<file path="src/rtl/dds_pkg.sv">
// rtl/dds_pkg.sv - shared widths, sweep FSM states and tdata packing for the DDS sweep controller
package dds_pkg;

   localparam int DDS_PHASE_W = 28;
   localparam int DDS_TDATA_W = 32;
   localparam int DDS_DWELL_W = 24;

   typedef enum logic [1:0] {
      ST_IDLE  = 2'd0,
      ST_SEND  = 2'd1,
      ST_DWELL = 2'd2,
      ST_DONE  = 2'd3
   } sweep_state_t;

   // The DDS config word carries the phase increment in its low bits, upper bits zero.
   function automatic logic [DDS_TDATA_W-1:0] make_tdata(input logic [DDS_PHASE_W-1:0] inc);
      make_tdata = {{(DDS_TDATA_W - DDS_PHASE_W){1'b0}}, inc};
   endfunction

endpackage

</file>
<file path="src/rtl/dds_dwell_timer.sv">
// rtl/dds_dwell_timer.sv - down-counter timing how long each sweep point is held
module dds_dwell_timer #(
   parameter int DWELL_W = 24
) (
   input  logic               clk,
   input  logic               rst_n,
   input  logic               load,
   input  logic [DWELL_W-1:0] load_val,
   input  logic               en,
   output logic               expire
);

   logic [DWELL_W-1:0] cnt_q;
   logic [DWELL_W-1:0] cnt_d;

   // Load a fresh dwell (zero means one clock) or count down while enabled.
   always_comb begin
      cnt_d = cnt_q;
      if (load) begin
         cnt_d = (load_val == '0) ? DWELL_W'(1) : load_val;
      end else if (en && (cnt_q != '0)) begin
         cnt_d = cnt_q - DWELL_W'(1);
      end
   end

   // Counter register.
   always_ff @(posedge clk or negedge rst_n) begin
      if (!rst_n) begin
         cnt_q <= '0;
      end else begin
         cnt_q <= cnt_d;
      end
   end

   // Expiry on the last counted clock; a stray zero count also expires so the FSM never stalls.
   assign expire = en && (cnt_q <= DWELL_W'(1));

endmodule

</file>
<file path="src/rtl/dds_sweep_ctrl.sv">
// rtl/dds_sweep_ctrl.sv - phase-increment sweep sequencer feeding the DDS config stream
module dds_sweep_ctrl
   import dds_pkg::*;
#(
   parameter int PHASE_W = DDS_PHASE_W,
   parameter int TDATA_W = DDS_TDATA_W,
   parameter int DWELL_W = DDS_DWELL_W
) (
   input  logic               clk,
   input  logic               rst_n,
   input  logic               start,
   input  logic               abort,
   input  logic [PHASE_W-1:0] cfg_start_inc,
   input  logic [PHASE_W-1:0] cfg_stop_inc,
   input  logic [PHASE_W-1:0] cfg_step_inc,
   input  logic [DWELL_W-1:0] cfg_dwell,
   input  logic               cfg_continuous,
   output logic               m_axis_config_tvalid,
   input  logic               m_axis_config_tready,
   output logic [TDATA_W-1:0] m_axis_config_tdata,
   output logic [PHASE_W-1:0] cur_inc,
   output logic               busy,
   output logic               done
);

   sweep_state_t state_q, state_d;

   logic [PHASE_W-1:0] point_q, point_d;
   logic [PHASE_W-1:0] start_inc_q, start_inc_d;
   logic [PHASE_W-1:0] stop_inc_q, stop_inc_d;
   logic [PHASE_W-1:0] step_inc_q, step_inc_d;
   logic [PHASE_W-1:0] cur_inc_q, cur_inc_d;
   logic [DWELL_W-1:0] dwell_q, dwell_d;
   logic               cont_q, cont_d;
   logic               degen_q, degen_d;
   logic               abort_pend_q, abort_pend_d;
   logic               done_q, done_d;

   logic               hs;
   logic               start_ok;
   logic               send_stop;
   logic               next_ok;
   logic               wrap_ok;
   logic               timer_expire;
   logic [PHASE_W:0]   next_sum;

   assign hs        = (state_q == ST_SEND) && m_axis_config_tready;
   assign start_ok  = ((state_q == ST_IDLE) || (state_q == ST_DONE)) && start && !abort;
   assign send_stop = abort || abort_pend_q;
   // One extra bit catches a carry out of the accumulator width, which ends the sweep.
   assign next_sum  = {1'b0, point_q} + {1'b0, step_inc_q};
   assign next_ok   = !next_sum[PHASE_W] && (next_sum[PHASE_W-1:0] <= stop_inc_q) && !degen_q;
   assign wrap_ok   = cont_q && !degen_q;

   dds_dwell_timer #(
      .DWELL_W (DWELL_W)
   ) u_dwell_timer (
      .clk      (clk),
      .rst_n    (rst_n),
      .load     (hs && !send_stop),
      .load_val (dwell_q),
      .en       (state_q == ST_DWELL),
      .expire   (timer_expire)
   );

   // State register.
   always_ff @(posedge clk or negedge rst_n) begin
      if (!rst_n) begin
         state_q <= ST_IDLE;
      end else begin
         state_q <= state_d;
      end
   end

   // Next-state: a word in SEND is never retracted, so abort there waits for the handshake.
   always_comb begin
      state_d = state_q;
      case (state_q)
         ST_IDLE, ST_DONE: begin
            if (start_ok) state_d = ST_SEND;
         end
         ST_SEND: begin
            if (hs) state_d = send_stop ? ST_IDLE : ST_DWELL;
         end
         ST_DWELL: begin
            if (abort) begin
               state_d = ST_IDLE;
            end else if (timer_expire) begin
               state_d = (next_ok || wrap_ok) ? ST_SEND : ST_DONE;
            end
         end
         default: state_d = ST_IDLE;
      endcase
   end

   // Outputs decoded from the current state.
   always_comb begin
      m_axis_config_tvalid = 1'b0;
      busy                 = 1'b0;
      case (state_q)
         ST_SEND: begin
            m_axis_config_tvalid = 1'b1;
            busy                 = 1'b1;
         end
         ST_DWELL: busy = 1'b1;
         default: ;
      endcase
   end

   // Datapath: shadow config at start, advance/wrap the point after dwell, track the loaded word.
   always_comb begin
      point_d      = point_q;
      start_inc_d  = start_inc_q;
      stop_inc_d   = stop_inc_q;
      step_inc_d   = step_inc_q;
      dwell_d      = dwell_q;
      cont_d       = cont_q;
      degen_d      = degen_q;
      cur_inc_d    = cur_inc_q;
      abort_pend_d = abort_pend_q;
      done_d       = 1'b0;
      if (start_ok) begin
         start_inc_d = cfg_start_inc;
         stop_inc_d  = cfg_stop_inc;
         step_inc_d  = cfg_step_inc;
         dwell_d     = cfg_dwell;
         cont_d      = cfg_continuous;
         degen_d     = (cfg_step_inc == '0) || (cfg_start_inc > cfg_stop_inc);
         point_d     = cfg_start_inc;
      end
      if (state_q == ST_SEND) begin
         if (hs) begin
            cur_inc_d    = point_q;
            abort_pend_d = 1'b0;
         end else if (abort) begin
            abort_pend_d = 1'b1;
         end
      end
      if ((state_q == ST_DWELL) && !abort && timer_expire) begin
         if (next_ok) begin
            point_d = next_sum[PHASE_W-1:0];
         end else if (wrap_ok) begin
            point_d = start_inc_q;
         end else begin
            done_d = 1'b1;
         end
      end
   end

   // Datapath registers.
   always_ff @(posedge clk or negedge rst_n) begin
      if (!rst_n) begin
         point_q      <= '0;
         start_inc_q  <= '0;
         stop_inc_q   <= '0;
         step_inc_q   <= '0;
         dwell_q      <= '0;
         cont_q       <= 1'b0;
         degen_q      <= 1'b0;
         cur_inc_q    <= '0;
         abort_pend_q <= 1'b0;
         done_q       <= 1'b0;
      end else begin
         point_q      <= point_d;
         start_inc_q  <= start_inc_d;
         stop_inc_q   <= stop_inc_d;
         step_inc_q   <= step_inc_d;
         dwell_q      <= dwell_d;
         cont_q       <= cont_d;
         degen_q      <= degen_d;
         cur_inc_q    <= cur_inc_d;
         abort_pend_q <= abort_pend_d;
         done_q       <= done_d;
      end
   end

   assign m_axis_config_tdata = TDATA_W'(make_tdata(DDS_PHASE_W'(point_q)));
   assign cur_inc             = cur_inc_q;
   assign done                = done_q;

endmodule

</file>
<file path="config.mk">
export PLATFORM = sky130hd
export DESIGN_NAME = dds_sweep_ctrl
export DESIGN_NICKNAME = d
export VERILOG_FILES = /design/src/rtl/dds_pkg.sv /design/src/rtl/dds_dwell_timer.sv /design/src/rtl/dds_sweep_ctrl.sv
export SDC_FILE = /design/constraint.sdc
export NUM_CORES = 1
export LEC_CHECK = 0
export BUFFER_PORTS_ARGS = -buffer_cell sky130_fd_sc_hd__buf_4
export CORE_MARGIN = 2
export CORE_UTILIZATION = 45
export DETAILED_ROUTE_END_ITERATION = 10
export HOLD_SLACK_MARGIN = 0.02
export PLACE_DENSITY = 0.68
export SLEW_MARGIN = 15
export SYNTH_ARGS = -nofsm -noshare
export SYNTH_HDL_FRONTEND = slang
export SYNTH_SLANG_ARGS = --single-unit
export TNS_END_PERCENT = 5
</file>
<file path="constraint.sdc">
create_clock -name clk -period 6.1 [get_ports clk]
set_clock_uncertainty 0.05 [all_clocks]
set_input_delay 0.305 -clock clk [delete_from_list [all_inputs] [get_ports clk]]
set_output_delay 0.305 -clock clk [all_outputs]
set_load 0.02 [all_outputs]
</file>
[Word-level counts from Yosys, hierarchy flattened]
Index checks and enable logic that the tools add are counted.
Cells by class
  $lt $le $gt $ge: 3
  multiplexer cells: 21
  reductions and logical operators: 30
  equal/unequal tests: 6
  add/sub/neg operators: 2
Operators with widths (number)
  $mux 28: 4
  $mux 24: 3
  $add 28x28->29: 1
  $gt 28x28->1: 1
  $le 28x28->1: 1
  $logic_not 28->1: 1
  $le 24x1->1 const B: 1
  $logic_not 24->1: 1
  $reduce_bool 24->1: 1
  $sub 24x1->24 const B: 1
  $mux 2: 6
  $logic_and 1x1->1: 11
  $mux 1: 7
  $pmux 2 s3: 1
  $eq 2x2->1 const B: 2
  $logic_not 1->1: 4
  $logic_or 1x1->1: 4
  $ne 2x2->1 const B: 2
  $reduce_and 2->1: 2
  $reduce_bool 2->1: 2
  $reduce_or 2->1: 2
  $ne 3x3->1 const B: 1
  $reduce_and 3->1: 1
  $eq 2x1->1 const B: 1
  $logic_not 2->1: 1
Word-level totals
  input port bits: 114
  logic and storage cells: 74
  output and inout bits: 63
  register bits: 194

[Longest topological paths before layout]
  word-level depth: 9
  gate-level depth with buffers: 21
  mapped depth without buffers: 20

[Modules after synthesis]
A second synthesis with hierarchy kept.
Second synthesis, totals
  cell total of the unflattened synthesis: 1264
  area, all modules: 11493.5 um^2
By module, submodules not included
  dds_sweep_ctrl: cells each 1091, times used 1, area an instance 9795.6 um^2
  dds_dwell_timer: cells each 173, times used 1, area an instance 1697.9 um^2

[Least setup slack after synthesis]
Ideal clock, no wire load.
  kind: flip-flop to flip-flop
  start point: register point_q[18]
  end point: register point_q[16]
  slack: 1.345 ns
  arrival time: 4.620 ns
  stages on the path, launching flop included: 19
  clock period less this slack: 4.755 ns
  cell sequence: dfrtp_1 > ha_1 > a21o_1 > a21o_1 > a21o_1 > a2111oi_0 > nor3_1 > mux2i_1 > or4_1 > ha_1 > nand4_1 > nor3_1 > nand2_1 > or4_1 > o21ai_0 > a21o_1 > buf_1 > o22ai_1 > a32oi_2
Between the ends
  word-level cells in the longest chain between the ends: 6
RTL lines
  start: declaration: RTL line dds_sweep_ctrl.sv:28  | logic [PHASE_W-1:0] point_q, point_d;
  start signal: assignment: RTL line dds_sweep_ctrl.sv:164  | point_q <= point_d;
  $add 28x28->29 *: RTL line dds_sweep_ctrl.sv:51  | assign next_sum = {1'b0, point_q} + {1'b0, step_inc_q};
  $le 28x28->1 / $logic_not 1->1 (equally long branches): RTL line dds_sweep_ctrl.sv:52  | assign next_ok = !next_sum[PHASE_W] && (next_sum[PHASE_W-1:0] <= stop_inc_q) && !degen_q;
  $logic_and 1x1->1 * (2 in a row): RTL line dds_sweep_ctrl.sv:52
  $mux 28 *: RTL line dds_sweep_ctrl.sv:140  | if (next_ok) begin
  $mux 28 *: RTL line dds_sweep_ctrl.sv:139  | if ((state_q == ST_DWELL) && !abort && timer_expire) begin
  net point_d[16]: RTL line dds_sweep_ctrl.sv:28
The timed path passes the listed nets; every way through them passes the cells marked *.
A chain may end at the register's enable or synchronous reset.

[Final worst setup path]
  start point: register point_q[18]
  end point: register point_q[10]
The elaborated chain is that of the path after synthesis.

==> results by group <==
Synth
  – Yosys warning total: 0
  – Top FF cell, synth: dfrtp_1
  – Synth async-reset ratio: 1.00
  – Netlist cell types: slightly above 70
  – Synth top area cells: dfrtp_1 43%, nand2_1 12%, ha_1 9.7%
  – FF+latch count, synth: around 190
  – Syn Area/Cell: between 8 and 9 sq um
  – Yosys top cell by area: dfrtp_1
  – Seq/Total Area, Yosys: 0.428
  – Top-area cell type share of the netlist area: 0.428
  – Synthesized area: ~11,000 sq um
  – EDFF count, synth: 0
  – Cells after Synth: 1,269

Route
  – Final routed DRC violation total: 0
  – Number of DRC markers in iteration 0: 679
  – Via-to-Cell Ratio: approximately 5.4
  – ANT nets after route: 0
  – Vias: 9,918
  – Routed wire length: between 30 and 40 mm
  – Pre-antenna DRT Iters: 5
  – Avg WL per Cell: roughly 17 microns

Critical path
  – CP Capture Type: flop
  – Arrival @ worst endpoint: roughly 6 ns
  – Bufs and invs on worst path: 1
  – Crit Path Max Fanout: 35
  – CP Class: reg -> reg
  – Critical path's largest stage delay: a little under 0.8 ns
  – Critical Path RT: around 6.3 ns
  – Slowest cell on crit path: a21bo_2
  – Startpoint Class: flop
  – CP most frequent cell: a21o_1
  – Largest delay share family, worst path: compound AO/OA/AOI/OAI gates
  – Crit-path cells: ha_1, a21o_1, a21o_1, a21o_1, a2111oi_0, nor3_1, mux2i_1, or4_1, ha_1, nand4_1, nor3_1, nand2_1, a31oi_1, o21ai_0, nand2_1, buf_4, a21bo_2, a32oi_2

Layout
  – P&R area growth vs syn: 24.1%
  – Nets@finish: ~1,700
  – N_diodes: 0
  – Most common cell after layout, fill and taps aside: nand2_1
  – Most frequent cells in the layout: 360 x nand2_1, 194 x dfrtp_1, 181 x buf_4
  – Final Cell Area: ~14,000 sq um
  – Share of cells above drive strength 1: 0.183
  – Fillers: roughly 2,300
  – Fin cells: 1,820

Global route
  – Vias in the first global route: ~9,700
  – Overflow after GRT: 0
  – GRT Total Usage: 0.241
  – Largest net degree at the start of global routing: 117
  – Initial antenna violation count: 0
  – First-pass GRT wire length: around 50 mm

Clock tree
  – Clock buffer depth: 2
  – H-Tree Depth: 4
  – Clk Latency, worst-skew pair: approximately 0.45 ns
  – Post-CTS sizing: 0
  – Cts bufs inserted: 17
  – Hold-fix buffers, CTS: between 60 and 70
  – Clock root buffer master: clkbuf_16
  – Clock-pin slew on the worst setup and hold paths: 0.08 ns
  – Clock tree sinks: about 190
  – CTS tree: done
  – Post-CTS Setup Bufs: 0

STA
  – Slew headroom: 0.320
  – Unrepaired setup endpoints after global routing: false
  – Worst Tran Pin Value: slightly above 1 ns
  – Setup TNS: 0 ns
  – Fin. max-slew vios: 0
  – Final setup viols: 0
  – Fin. Hold Viols: 0
  – Final min period: roughly 5.6 ns
  – Tcrit/Tclk final: 0.920
  – Max Fclk: approximately 180 MHz

Die
  – Die Area: around 26,000 sq um
  – Starting density of the core: 0.454
  – Core area: 25,000 sq um
  – Row cnt: 58
  – Die Y-Extent: roughly 160 microns
  – Top Ports: 177
  – Die width: 163 microns

Placed design
  – Placer Congestion: 0.923
  – Hpwl dp: 23.1 mm
  – Placed insts: between 1,500 and 2,000
  – IO Port Bufs: 172
  – Placed Area: between 10,000 and 15,000 sq um

Power
  – Leak Pwr: 6.88 nW
  – Max IR drop VDD: about 0.00033 V
  – PwrDens: between 500 and 600 nW/um^2

Worst hold path
  – Hold crit path type: in -> reg

Run
  – MaxCap Viol Count: 0

Outcome
  – Status: complete, no violations
## worst reg2reg max path: cells and delay by family, from the launching register on
family / cells / cell delay [ns]
compound gates: 8 / 2.31
buf+inv: 1 / 0.41
fa+ha+maj: 2 / 0.72
mux: 1 / 0.14
simple gates: 6 / 1.40
flops: 1 / 0.41
## sequential cells by signal, summed over array words and instances (netlist names)
name and count:
cur_inc 28, point_q 28, start_inc_q 28, step_inc_q 28, stop_inc_q 28, dwell_q 24
u_dwell_timer.cnt_q 24, state_q 2, abort_pend_q 1, cont_q 1, degen_q 1, done 1
## cell families (layout without fill, tap and decap cells)
family / Yosys count / in the layout / share of synthesized area
flops: 194 / 194 / 0.428
xor+xnor: 45 / 45 / 0.0347
fa+ha+maj: 89 / 89 / 0.0988
buf+inv: 132 / 350 / 0.0475
simple gates: 517 / 517 / 0.200
mux: 32 / 32 / 0.0314
compound gates: 259 / 259 / 0.159
other cells: 1 / 4 / 0.000331
## per-layer routing
metal / global-route usage / up-vias / wire length, microns
li1: - / 4806 / -
met1: 0.334 / 4798 / 14700
met2: 0.395 / 285 / 14900
met3: 0.0390 / 29 / 1640
met4: 0.0611 / 0 / 470
met5: 0 / - / 0
## synth_stat cells, drive strengths merged (3+ instances only)
master	instances
o21a	5
a211oi	4
o22ai	24
o21ai	76
nor2b	11
nor4	18
and4	4
nor3	20
a21o	15
a32oi	26
or3	6
dfrtp	194
buf	17
inv	74
or4	4
mux2i	3
nand2b	7
and3	10
nand2	360
nand4	17
a211o	3
mux2	29
a31oi	13
nor2	36
xor2	17
ha	88
xnor2	28
o211ai	9
nand3	11
and2	7
a21oi	54
clkbuf	41
## per-stage QoR
| stage | worst slack [ns] | power (W) | utilization | hold WS, ns |
|---|---|---|---|---|
| after floorplan | 1.34 | 0.00556 | - | -0.0406 |
| after global placement | 0.877 | 0.00688 | 0.516 | 0.405 |
| after detailed placement | 0.664 | 0.00699 | 0.516 | 0.413 |
| after CTS | 0.653 | 0.00816 | 0.564 | 0.0218 |
| after global routing | 0.177 | 0.00882 | 0.564 | 0.0297 |
| final | 0.487 | 0.00820 | 0.564 | 0.0245 |
## path summary, 6_finish.rpt
path                                   from              end  slack (ns)  cells past startpoint
max                             point_q[18]      point_q[10]        0.49                     18
min reg2reg                 start_inc_q[11]  start_inc_q[11]        0.43                      2
min in group asynchronous             rst_n      cur_inc[23]        0.49                      2
max reg2reg                     point_q[18]      point_q[10]        0.49                     18
max in group asynchronous             rst_n       point_q[7]        3.95                      3
min                        cfg_stop_inc[10]   stop_inc_q[10]        0.02                      3
## cell type report
type,count,area (sq um),area share
clock inverter,14,139,0.00986
clock buffer,18,429,0.0305
timing repair buffer,244,1990,0.142
sequential,194,4850,0.345
tap,330,413,0.0293
inverter,74,278,0.0197
multi-input combinational,946,5980,0.424
## power breakdown
part | switching [W] | leakage (nW) | total (W) | internal [W]
Sequential | 0.000486 | 2.40 | 0.00239 | 0.00191
Clock | 0.000566 | 0.277 | 0.00111 | 0.000544
Combinational | 0.00278 | 4.20 | 0.00469 | 0.00191
Total | 0.00383 | 6.88 | 0.00820 | 0.00436
(Power assumes the default switching activity.)
